[src/rtl/uart_pkg.sv]
// Shared UART definitions: receiver state encoding and the default bit period.
package uart_pkg;

    localparam int CLKS_PER_BIT_DEFAULT = 10;

    typedef enum logic [2:0] {
        IDLE  = 3'd0,
        START = 3'd1,
        DATA  = 3'd2,
        STOP  = 3'd3,
        BREAK = 3'd4
    } uart_rx_state_t;

endpackage

[src/rtl/uart_sync.sv]
// Two-flop synchronizer for a single asynchronous bit; both flops reset to RESET_VAL.
module uart_sync #(
    parameter logic RESET_VAL = 1'b1
) (
    input  logic clk,
    input  logic rst_n,
    input  logic d,
    output logic q
);

    logic meta;

    always_ff @(posedge clk) begin
        if (!rst_n) begin
            meta <= RESET_VAL;
            q    <= RESET_VAL;
        end else begin
            meta <= d;
            q    <= meta;
        end
    end

endmodule

[src/rtl/uart_rx.sv]
// 8N1 UART receiver: mid-bit sampling, FIFO write pulse, framing-error and overrun pulses.
module uart_rx
    import uart_pkg::*;
#(
    parameter int CLKS_PER_BIT = CLKS_PER_BIT_DEFAULT
) (
    input  logic       clk,
    input  logic       rst_n,
    input  logic       rxd,
    input  logic       fifo_full,
    output logic [7:0] rx_data,
    output logic       rx_valid,
    output logic       frame_err,
    output logic       overrun,
    output logic       busy,
    output logic [2:0] state
);

    localparam int CNT_W = (CLKS_PER_BIT > 1) ? $clog2(CLKS_PER_BIT) : 1;
    localparam logic [CNT_W-1:0] MID  = CNT_W'(CLKS_PER_BIT / 2 - 1);
    localparam logic [CNT_W-1:0] LAST = CNT_W'(CLKS_PER_BIT - 1);

    uart_rx_state_t   state_q, state_next;
    logic [CNT_W-1:0] cnt, cnt_next;
    logic [2:0]       idx, idx_next;
    logic [7:0]       shreg, shreg_next;
    logic [7:0]       data_next;
    logic             valid_next, ferr_next, ovr_next;
    logic             rxs;

    uart_sync #(.RESET_VAL(1'b1)) u_sync (
        .clk   (clk),
        .rst_n (rst_n),
        .d     (rxd),
        .q     (rxs)
    );

    always_ff @(posedge clk) begin
        if (!rst_n) begin
            state_q   <= IDLE;
            cnt       <= '0;
            idx       <= '0;
            shreg     <= '0;
            rx_data   <= '0;
            rx_valid  <= 1'b0;
            frame_err <= 1'b0;
            overrun   <= 1'b0;
        end else begin
            state_q   <= state_next;
            cnt       <= cnt_next;
            idx       <= idx_next;
            shreg     <= shreg_next;
            rx_data   <= data_next;
            rx_valid  <= valid_next;
            frame_err <= ferr_next;
            overrun   <= ovr_next;
        end
    end

    always_comb begin
        state_next = state_q;
        cnt_next   = cnt;
        idx_next   = idx;
        shreg_next = shreg;
        data_next  = rx_data;
        valid_next = 1'b0;
        ferr_next  = 1'b0;
        ovr_next   = 1'b0;
        case (state_q)
            IDLE: begin
                if (!rxs) begin
                    state_next = START;
                    cnt_next   = '0;
                end
            end
            START: begin
                if (cnt == MID) begin
                    if (rxs) begin
                        state_next = IDLE;
                    end else begin
                        state_next = DATA;
                        cnt_next   = '0;
                        idx_next   = '0;
                    end
                end else begin
                    cnt_next = cnt + CNT_W'(1);
                end
            end
            DATA: begin
                if (cnt == LAST) begin
                    cnt_next   = '0;
                    shreg_next = {rxs, shreg[7:1]};
                    if (idx == 3'd7) state_next = STOP;
                    else             idx_next   = idx + 3'd1;
                end else begin
                    cnt_next = cnt + CNT_W'(1);
                end
            end
            STOP: begin
                // fifo_full only matters here, in the single stop-sample cycle
                if (cnt == LAST) begin
                    cnt_next = '0;
                    if (!rxs) begin
                        ferr_next  = 1'b1;
                        state_next = BREAK;
                    end else if (fifo_full) begin
                        ovr_next   = 1'b1;
                        state_next = IDLE;
                    end else begin
                        valid_next = 1'b1;
                        data_next  = shreg;
                        state_next = IDLE;
                    end
                end else begin
                    cnt_next = cnt + CNT_W'(1);
                end
            end
            BREAK: begin
                if (rxs) state_next = IDLE;
            end
            default: state_next = IDLE;
        endcase
    end

    assign busy  = (state_q != IDLE);
    assign state = state_q;

endmodule

[config.mk]
export PLATFORM = sky130hd
export DESIGN_NAME = uart_rx
export DESIGN_NICKNAME = d
export VERILOG_FILES = /design/src/rtl/uart_pkg.sv /design/src/rtl/uart_sync.sv /design/src/rtl/uart_rx.sv
export SDC_FILE = /design/constraint.sdc
export NUM_CORES = 1
export LEC_CHECK = 0
export ABC_AREA = 1
export BUFFER_PORTS_ARGS = -buffer_cell sky130_fd_sc_hd__buf_2
export CORE_MARGIN = 2
export CORE_UTILIZATION = 56
export DETAILED_ROUTE_END_ITERATION = 10
export HOLD_SLACK_MARGIN = 0.12
export PLACE_DENSITY = 0.86
export SYNTH_ARGS = -nofsm -noshare
export SYNTH_HDL_FRONTEND = slang
export SYNTH_SLANG_ARGS = --single-unit
[constraint.sdc]
create_clock -name clk -period 1.8 [get_ports clk]
set_input_delay 0.45 -clock clk [delete_from_list [all_inputs] [get_ports clk]]
set_output_delay 0.45 -clock clk [all_outputs]
set_load 0.02 [all_outputs]
# Word-level counts from Yosys, hierarchy flattened

Index checks and enable logic that the tools add are counted.

Register bits after elaboration: 31
Bits in latches: 0
RAM bits: 0
ROM bits: 0
Bits of input ports: 4
Output and inout port bits: 15
Memories kept: 0

$add $sub $neg: 2
Multipliers: 0
Div/mod/pow operators: 0
Order comparisons: 0
Eq/ne operators: 15
Shift-type cells: 0
Muxes and demuxes: 21
Bitwise gates (word level): 1
Reduce and logical (&&, ||, !) cells: 11

Operator list:

| operator                                                               | number |
|---|---|
| 3-bit 2-to-1 mux                                                       | 11 |
| 3-bit one-hot mux with 5 select lines                                  | 1 |
| 2-bit != test (second input constant)                                  | 7 |
| 4-bit 2-to-1 mux                                                       | 3 |
| 4-bit one-hot mux with 3 select lines                                  | 1 |
| 4-bit AND reduction                                                    | 2 |
| 3-bit by 2-bit equality test with 1-bit output (second input constant) | 2 |
| 3-bit equality test (second input constant)                            | 2 |
| 3-bit one-hot mux with 2 select lines                                  | 1 |
| 6-bit AND reduction                                                    | 1 |
| 3-bit nonzero test                                                     | 2 |
| 5-bit AND reduction                                                    | 1 |
| 4-bit by 1-bit adder with 4-bit output (second input constant)         | 1 |
| 4-bit by 3-bit equality test with 1-bit output (second input constant) | 1 |
| 4-bit equality test (second input constant)                            | 1 |
| 3-bit by 1-bit adder with 3-bit output (second input constant)         | 1 |
| 3-bit by 1-bit equality test with 1-bit output (second input constant) | 1 |
| 3-bit logical NOT                                                      | 1 |
| 1-bit 2-to-1 mux                                                       | 3 |
| 3-bit AND reduction                                                    | 1 |
| 2-bit 2-to-1 mux                                                       | 1 |
| 2-bit by 1-bit != test with 1-bit output (second input constant)       | 1 |
| 2-bit AND reduction                                                    | 1 |
| 2-bit nonzero test                                                     | 1 |
| other kinds (2)                                                        | 2 |

# Longest topological paths before layout

Gate-level depths: netlist of the first run.

Word-level depth: 4
Depth in mapped cells: 10

# Hierarchy

From an unflattened synthesis of the first run, not the netlist that was laid out.

Cell total of the unflattened synthesis: 196
Area total of the unflattened synthesis: 1447.6 um^2

By module, submodules not included:

| module    | times used | cells each | area an instance (um^2) |
|---|---|---|---|
| uart_rx   | 1          | 190        | 1392.6 |
| uart_sync | 1          | 6          | 55.1 |

# Worst setup path before layout of the first run

No wires, ideal clock.

Path kind: register to register
Start point: register state_q[1], in the netlist state[1]
End point: register rx_data[1]
Setup time: 115 ps
Data arrival time: 1217 ps
Path slack: 467 ps
Stages on the path, launching flop included: 7
Buffers on the path: 1
Clock period less this slack: 1333 ps
Path through: dfxtp_1 -> nand2_2 -> nor2_4 -> nand4_4 -> buf_6 -> o21ai_2 -> a21oi_2

Word-level cells in the longest chain between the ends: 2

Ends and longest elaborated chain:

| element                                        | RTL line      | text |
|---|---|---|
| start, declared                                | uart_rx.sv:23 | `uart_rx_state_t state_q, state_next;` |
| start signal, assigned                         | uart_rx.sv:49 | `state_q <= state_next;` |
| 3-bit by 2-bit equality test with 1-bit output | uart_rx.sv:69 | `case (state_q)` |
| 4-bit AND reduction (no line)                  | -             |  |
| end signal, assigned                           | uart_rx.sv:53 | `rx_data <= data_next;` |
| end, declared                                  | uart_rx.sv:11 | `output logic [7:0] rx_data,` |

Every way passes these cells.
A chain may end at the register's enable or synchronous reset.

# Final worst setup path of the first run

Start point: register state_q[0], in the netlist state[0]
End point: output port busy

Word-level cells in the longest chain between the ends: 1

Ends and longest elaborated chain:

| element            | RTL line       | text |
|---|---|---|
| 3-bit nonzero test | uart_rx.sv:125 | `assign busy = (state_q != IDLE);` |
| end, declared      | uart_rx.sv:15  | `output logic busy,` |

Every way passes these cells.

==> results of run 1 <==
metal layers:
| metal | up-vias | wire length (µm) | GRT usage |
|---|---|---|---|
| met5 | - | 0 | 0 |
| met1 | 565 | 1390 | 0.265 |
| met2 | 32 | 1370 | 0.330 |
| met4 | 0 | 91 | 0.102 |
| li1 | 676 | - | - |
| met3 | 12 | 164 | 0.0651 |
logic make-up (layout without fill, tap and decap cells):
logic type,after synthesis,in the layout,share of synthesized area
compound gates,37,37,0.136
xor+xnor,2,2,0.0116
fa+ha+maj,5,5,0.0415
buf+inv,30,51,0.0946
flops,31,31,0.412
simple gates,93,93,0.305
flip-flops by register name (all words and copies together) (netlist names):
signal       count
shreg            8
state            3
u_sync.meta      1
overrun          1
idx              3
rx_data          8
frame_err        1
rx_valid         1
cnt              4
u_sync.q         1
stage by stage:
stage | cell area [µm²] | cells | hold WS, ps | utilization | power, mW
floorplan | 1510 | 198 | 393 | - | 1.54
global placement | 1590 | 241 | 395 | 0.630 | 1.69
detailed placement | 1590 | 241 | 402 | 0.630 | 1.70
CTS | 1680 | 249 | 279 | 0.665 | 2.28
global route | 1680 | 249 | 281 | 0.665 | 2.44
finish | 1680 | 249 | 290 | 0.665 | 2.29
area by class of cell:
type                       instances  area (µm²)
clock buffer                       6        51.3
multi-input combinational        137         744
fill                             221         845
sequential                        31         622
timing repair buffer              19        97.6
tap                               30        37.5
clock inverter                     2        35.0
inverter                          24        90.1
synth_stat cells:
library cell and n:
nor2_4 4, inv_2 3, ha_1 5, xor2_1 2, a21oi_1 13, clkbuf_1 2, nand4_4 1, a21oi_2 2
nand3b_1 1, a211oi_1 1, inv_1 21, nor2_1 33, nand2_2 4, dfxtp_1 31, o21ai_2 2, nor2_2 4
nand2_1 26, nand3_2 1, nor3_1 3, o21ai_0 18, nand3_1 13, nand2_4 1, o211ai_1 1, buf_6 4
or2_2 2
worst max path at each step:
stage | from | end | slack, ps | cells past startpoint
after global routing | state[0]$_SDFFE_PN0P_ | busy | 60 | 3
after floorplan | state[1]$_SDFFE_PN0P_ | rx_data[1]$_SDFFE_PN0P_ | 470 | 6
final | state[0]$_SDFFE_PN0P_ | busy | 120 | 3
after detailed placement | cnt[0]$_SDFFE_PN0P_ | rx_data[7]$_SDFFE_PN0P_ | 260 | 6
after CTS | state[2]$_SDFFE_PN0P_ | busy | 6 | 3
after global placement | cnt[1]$_SDFFE_PN0P_ | rx_data[7]$_SDFFE_PN0P_ | 320 | 7
timing repair:
item | CTS | global route
hold buffers | 0 | 0
gates resized for setup | 0 | 1
endpoints found under the setup margin | 0 | 1
power by group through the flow:
stage          Combinational, mW  Clock [mW]  Sequential, mW
3_3_place_gp               0.833           0           0.859
3_5_place_dp               0.841           0           0.864
4_1_cts                    0.855       0.580           0.848
2_1_floorplan              0.679           0           0.857
6_report                   0.858       0.572           0.856
5_1_grt                    0.965       0.612           0.865
placed cells by master (no fill, tap or decap):
| cell | instances |
|---|---|
| inv_1 | 21 |
| o211ai_1 | 1 |
| nand2_1 | 26 |
| o21ai_0 | 18 |
| a211oi_1 | 1 |
| bufinv_16 | 1 |
| a21oi_2 | 2 |
| nand2_2 | 4 |
| buf_4 | 1 |
| nor2_2 | 4 |
| dfxtp_1 | 30 |
| clkbuf_4 | 5 |
| nor2_4 | 4 |
| nand3_2 | 1 |
| clkbuf_8 | 1 |
| xor2_1 | 2 |
| nand2_4 | 1 |
| nand3b_1 | 1 |
| nand4_4 | 1 |
| nor2_1 | 33 |
| clkinv_2 | 1 |
| ha_1 | 5 |
| nor3_1 | 3 |
| inv_2 | 3 |
| nand3_1 | 13 |
| dfxtp_2 | 1 |
| buf_2 | 18 |
| o21ai_2 | 2 |
| a21oi_1 | 13 |
| or2_2 | 2 |
==> flow_summary.toml, run 1 <==
[placed_design]
place_hpwl_mm = 2.12
gp_congestion = 0.902
port_buffers = 18
place_ws_ps = 256

[global_route]
grt_pass1_wl_mm = 5.15
grt.total_usage = 0.211
antenna_found_initial = 0
grt-ovfl-total = 0
grt_pass1_vias = 1147
grt_max_degree = 21

[floorplanning]
fp.dieW_um = 55.9
dieArea_mm2 = 0.00312
core-area_mm2 = 0.00252
initial_core_util = 0.598
rows = 18
pin_count = 19
die_h_um = 55.9

[min_path]
min_path_cells = 2
hold_start = "fifo_full"
min_path_type = "in -> reg"
worst_hold_path.endpoint = "rx_valid$_SDFF_PN0_"

[setup_path]
cp_cell_sequence = "nor2_1, nand2_1, buf_2"
crit_family = "flip-flops"
critical-path-slowest-cell = "dfxtp_1"
path_buf_inv = 1
slowest_delay_ps = 400
crit_required_ps = 1350
reg2reg_from = "cnt[0]$_SDFFE_PN0P_"
path_class = "reg -> out"
cp_max_fo = 7
worstSetupEndpointType = "primary output"
worst_ep_arrival_time_ps = 1230
r2r_end = "idx[0]$_SDFFE_PN0P_"
critical_path.startpoint_type = "flip-flop"
r2r_setup_slack_ps = 220
worstRegToRegCells = 6

[finish]
nNetsFinal = 227
drive_above_1_share = 0.237
synthToLayoutAreaGrowth_pct = 11.3
diodes = 0

[logic_synthesis]
synth_seq_cells = 31
syn-cell-area_mm2 = 0.00151
netlist_top_cells_area = "dfxtp_1, nor2_1, nand2_1"
yosysTopAreaCellShare = 0.412
ys_seq_area_frac = 0.412
synth_cell_types = 25
synth_cells = 198
avgSynthCellArea_um2 = 7.61
synth_area_leader_cell = "dfxtp_1"
syn_nets = 207
synth_warnings = 0

[power]
pwr-share-comb = 0.375
seqPwrFrac = 0.374
clock_power_share = 0.250
power_density_mw_per_mm2 = 1360
ir_drop_v = 0.00107
power.switching_mw = 0.931
p_sw_frac = 0.407
intPower_mw = 1.36
p_leak_nw = 0.780

[routing]
wl_mm = 3.02
route.detailed.drc = 0
avgRoutedWirePerCell_um = 12.1
first_iter_violations = 43
via_per_inst = 5.16
drtPass1Iterations = 4
detail-route-antenna-nets = 0
num_vias = 1285

[sta]
hold_viol_final = 0
finalSetupViolations = 0
setup_tns_ps = 0
worst_clock_skew_ps = 10.4
grt_setup_unrepaired = "no"
worstMarginPinSlew_ps = 354
slew_viol_final = 0
min_period_over_period = 0.934
fmaxAchievable_mhz = 595
period_needed_ps = 1680
layout_setup_ws_ps = 119
max_slew_margin = 0.764

[job]
drv_cap = 0

[clock_network]
cts_htree_levels = 2
clock_latency_ps = 340
cts_setup_buffers = 0
cts_tree = "built"
cts.sinks = 31
cts-buffers-inserted = 5
cts_buffer_depth = 2
cts-root-buf = "clkbuf_4"
clk_pin_slew_worst_paths_ps = 100

[outcome]
status = "complete, no violations"
Power figures use the tool's default switching activity.
==> inputs of run 2 (changes only) <==
--- a/config.mk
+++ b/config.mk
@@ -11,7 +11,8 @@
 export CORE_UTILIZATION = 56
 export DETAILED_ROUTE_END_ITERATION = 10
 export HOLD_SLACK_MARGIN = 0.12
-export PLACE_DENSITY = 0.86
+export PLACE_DENSITY = 0.87
 export SYNTH_ARGS = -nofsm -noshare
 export SYNTH_HDL_FRONTEND = slang
+export SYNTH_HIERARCHICAL = 1
 export SYNTH_SLANG_ARGS = --single-unit
==> flow_summary.toml, run 2 <==
[routing]
num_vias = 1284
wl_mm = 2.80
drt-met1-wl_mm = 1.33
first_iter_violations = 36
detail-route-antenna-nets = 0
via_per_inst = 5.16
drtPass1Iterations = 4
top_layer = "met4"
dr_wl_met3_um = 115
wl_met2_mm = 1.29
route.detailed.drc = 0
avgRoutedWirePerCell_um = 11.3

[power]
power_mw = 1.95
pwr-share-comb = 0.328
p_leak_nw = 0.723
power.switching_mw = 0.748
power_density_mw_per_mm2 = 1200
intPower_mw = 1.21
seqPwrFrac = 0.428
ir_drop_v = 0.000811
clock_power_share = 0.244
p_sw_frac = 0.383

[sta]
slew_viol_final = 0
min_period_over_period = 0.949
fmaxAchievable_mhz = 585
grt_setup_unrepaired = "no"
hold_viol_final = 0
period_needed_ps = 1710
finalSetupViolations = 0
setup_tns_ps = 0
worstMarginPinSlew_ps = 347
max_slew_margin = 0.768
worst_clock_skew_ps = 8.78

[setup_path]
crit_required_ps = 1350
critical_path.startpoint_type = "flip-flop"
critical-path-slowest-cell = "dfxtp_1"
path_class = "reg -> out"
cp_cell_sequence = "inv_2, nand2_1, buf_2"
cp_max_fo = 9
crit_family = "flip-flops"
slowest_delay_ps = 540
worst_ep_arrival_time_ps = 1260
path_buf_inv = 2
worstSetupEndpointType = "primary output"

[placed_design]
port_buffers = 18
place_hpwl_mm = 2.01
gp_congestion = 0.841

[job]
drv_cap = 0

[floorplanning]
dieArea_mm2 = 0.00301
initial_core_util = 0.590
fp.dieW_um = 54.8
rows = 18
die_h_um = 54.8
core-area_mm2 = 0.00245
pin_count = 19

[global_route]
grt_pass1_vias = 1054
grt_pass1_wl_mm = 4.53
grt-ovfl-total = 0
antenna_found_initial = 0
grt.total_usage = 0.217
grt_max_degree = 21

[logic_synthesis]
avgSynthCellArea_um2 = 7.39
synth_edf_count = 0
async_flop_share = 0
ys.flop_type = "dfxtp_1"
yosysTopAreaCellShare = 0.429
syn-cell-area_mm2 = 0.00145
synth_cells = 196
netlist_top_cells_area = "dfxtp_1, nand2_1, a21oi_1"
synth_area_leader_cell = "dfxtp_1"
syn_nets = 205
synth_common_cells = "nand2_1, dfxtp_1, nor2_1"
synth.most_common_cell = "nand2_1"
synth_cell_types = 29
ys_seq_area_frac = 0.429
synth_seq_cells = 31
synth_warnings = 6

[clock_network]
clk_pin_slew_worst_paths_ps = 100
ctsResizeCount = 0
cts.sinks = 31
cts-root-buf = "clkbuf_4"
cts_tree = "built"
cts_htree_levels = 2
cts-buffers-inserted = 5
cts_hold_buf = 0
cts_setup_buffers = 0
cts_buffer_depth = 2
clock_latency_ps = 330

[finish]
final_common_cell = "nand2_1"
top_regs = "rx_data x8, shreg x8, cnt x4"
synthToLayoutAreaGrowth_pct = 12.9
drive_above_1_share = 0.215
most-common-layout-cells = "nand2_1, dfxtp_1, nor2_1"
n_fill_cell = 199
diodes = 0
fin_util = 0.666
multi_input_area_um2 = 718
nNetsFinal = 227
seq_area_um2 = 621

[outcome]
status = "complete, no violations"

[min_path]
min_path_type = "in -> reg"
## run 2: cell count changes after synthesis, sizes merged, moves of 2 or more
cell / delta
nand2: +16
nor2: -10
o21ai: -7
a21oi: +5
inv: -4
nand3: -3
nand4: +3
clkinv: +2
## run 2: final cells by class
cell class | count | share of cell area
Clock buffer | 7 | 0.0398
Clock inverter | 1 | 0.00459
Inverter | 22 | 0.0536
Multi-Input combinational cell | 139 | 0.440
Sequential cell | 31 | 0.380
Tap cell | 30 | 0.0230
Timing Repair Buffer | 19 | 0.0597
## run 2: metal layers
| metal | up-vias | track usage |
|---|---|---|
| li1 | 675 | - |
| met1 | 572 | 0.296 |
| met2 | 30 | 0.312 |
| met3 | 7 | 0.0492 |
| met4 | 0 | 0.125 |
| met5 | - | 0 |
## run 2: worst register-to-register path: stages, from the launching register on
cell	delay, ps
dfxtp_1	430
ha_1	220
nand3_2	150
nor2_4	270
inv_1	110
o21ai_0	180
a21oi_1	60
## run 2: cell families after synthesis
logic type      count (synthesis)  synth area share
compound gates                 34             0.122
xor+xnor                        1           0.00605
fa+ha+maj                       5            0.0432
buf+inv                        26            0.0752
flops                          31             0.429
simple gates                   99             0.325
## run 2: stage by stage
| step | instances | setup WS [ps] | hold slack [ps] | area (µm²) |
|---|---|---|---|---|
| finish | 249 | 91.1 | 287 | 1630 |
| global route | 249 | 51.6 | 294 | 1630 |
| CTS | 249 | 121 | 278 | 1630 |
| detailed placement | 241 | 295 | 394 | 1560 |
| global placement | 241 | 382 | 380 | 1560 |
| floorplan | 196 | 416 | 380 | 1450 |
## run 2: power groups by stage
stage               logic (mW)  registers (mW)  clock network, mW
detailed placement       0.627           0.853                  0
CTS                      0.635           0.836              0.482
global placement         0.613           0.845                  0
floorplan                0.490           0.845                  0
global route             0.737           0.850              0.505
finish                   0.640           0.837              0.477
## run 2: worst paths after layout
path | from | end | slack, ps | cells after the start
worst max-delay path | state[1]$_SDFFE_PN0P_ | busy | 90 | 3
worst min-delay path | rxd | u_sync/meta$_SDFF_PN1_ | 290 | 3
worst max register to register | cnt[0]$_SDFFE_PN0P_ | shreg[5]$_SDFFE_PN0P_ | 270 | 6
worst min register to register | u_sync/meta$_SDFF_PN1_ | u_sync/q$_SDFF_PN1_ | 420 | 2
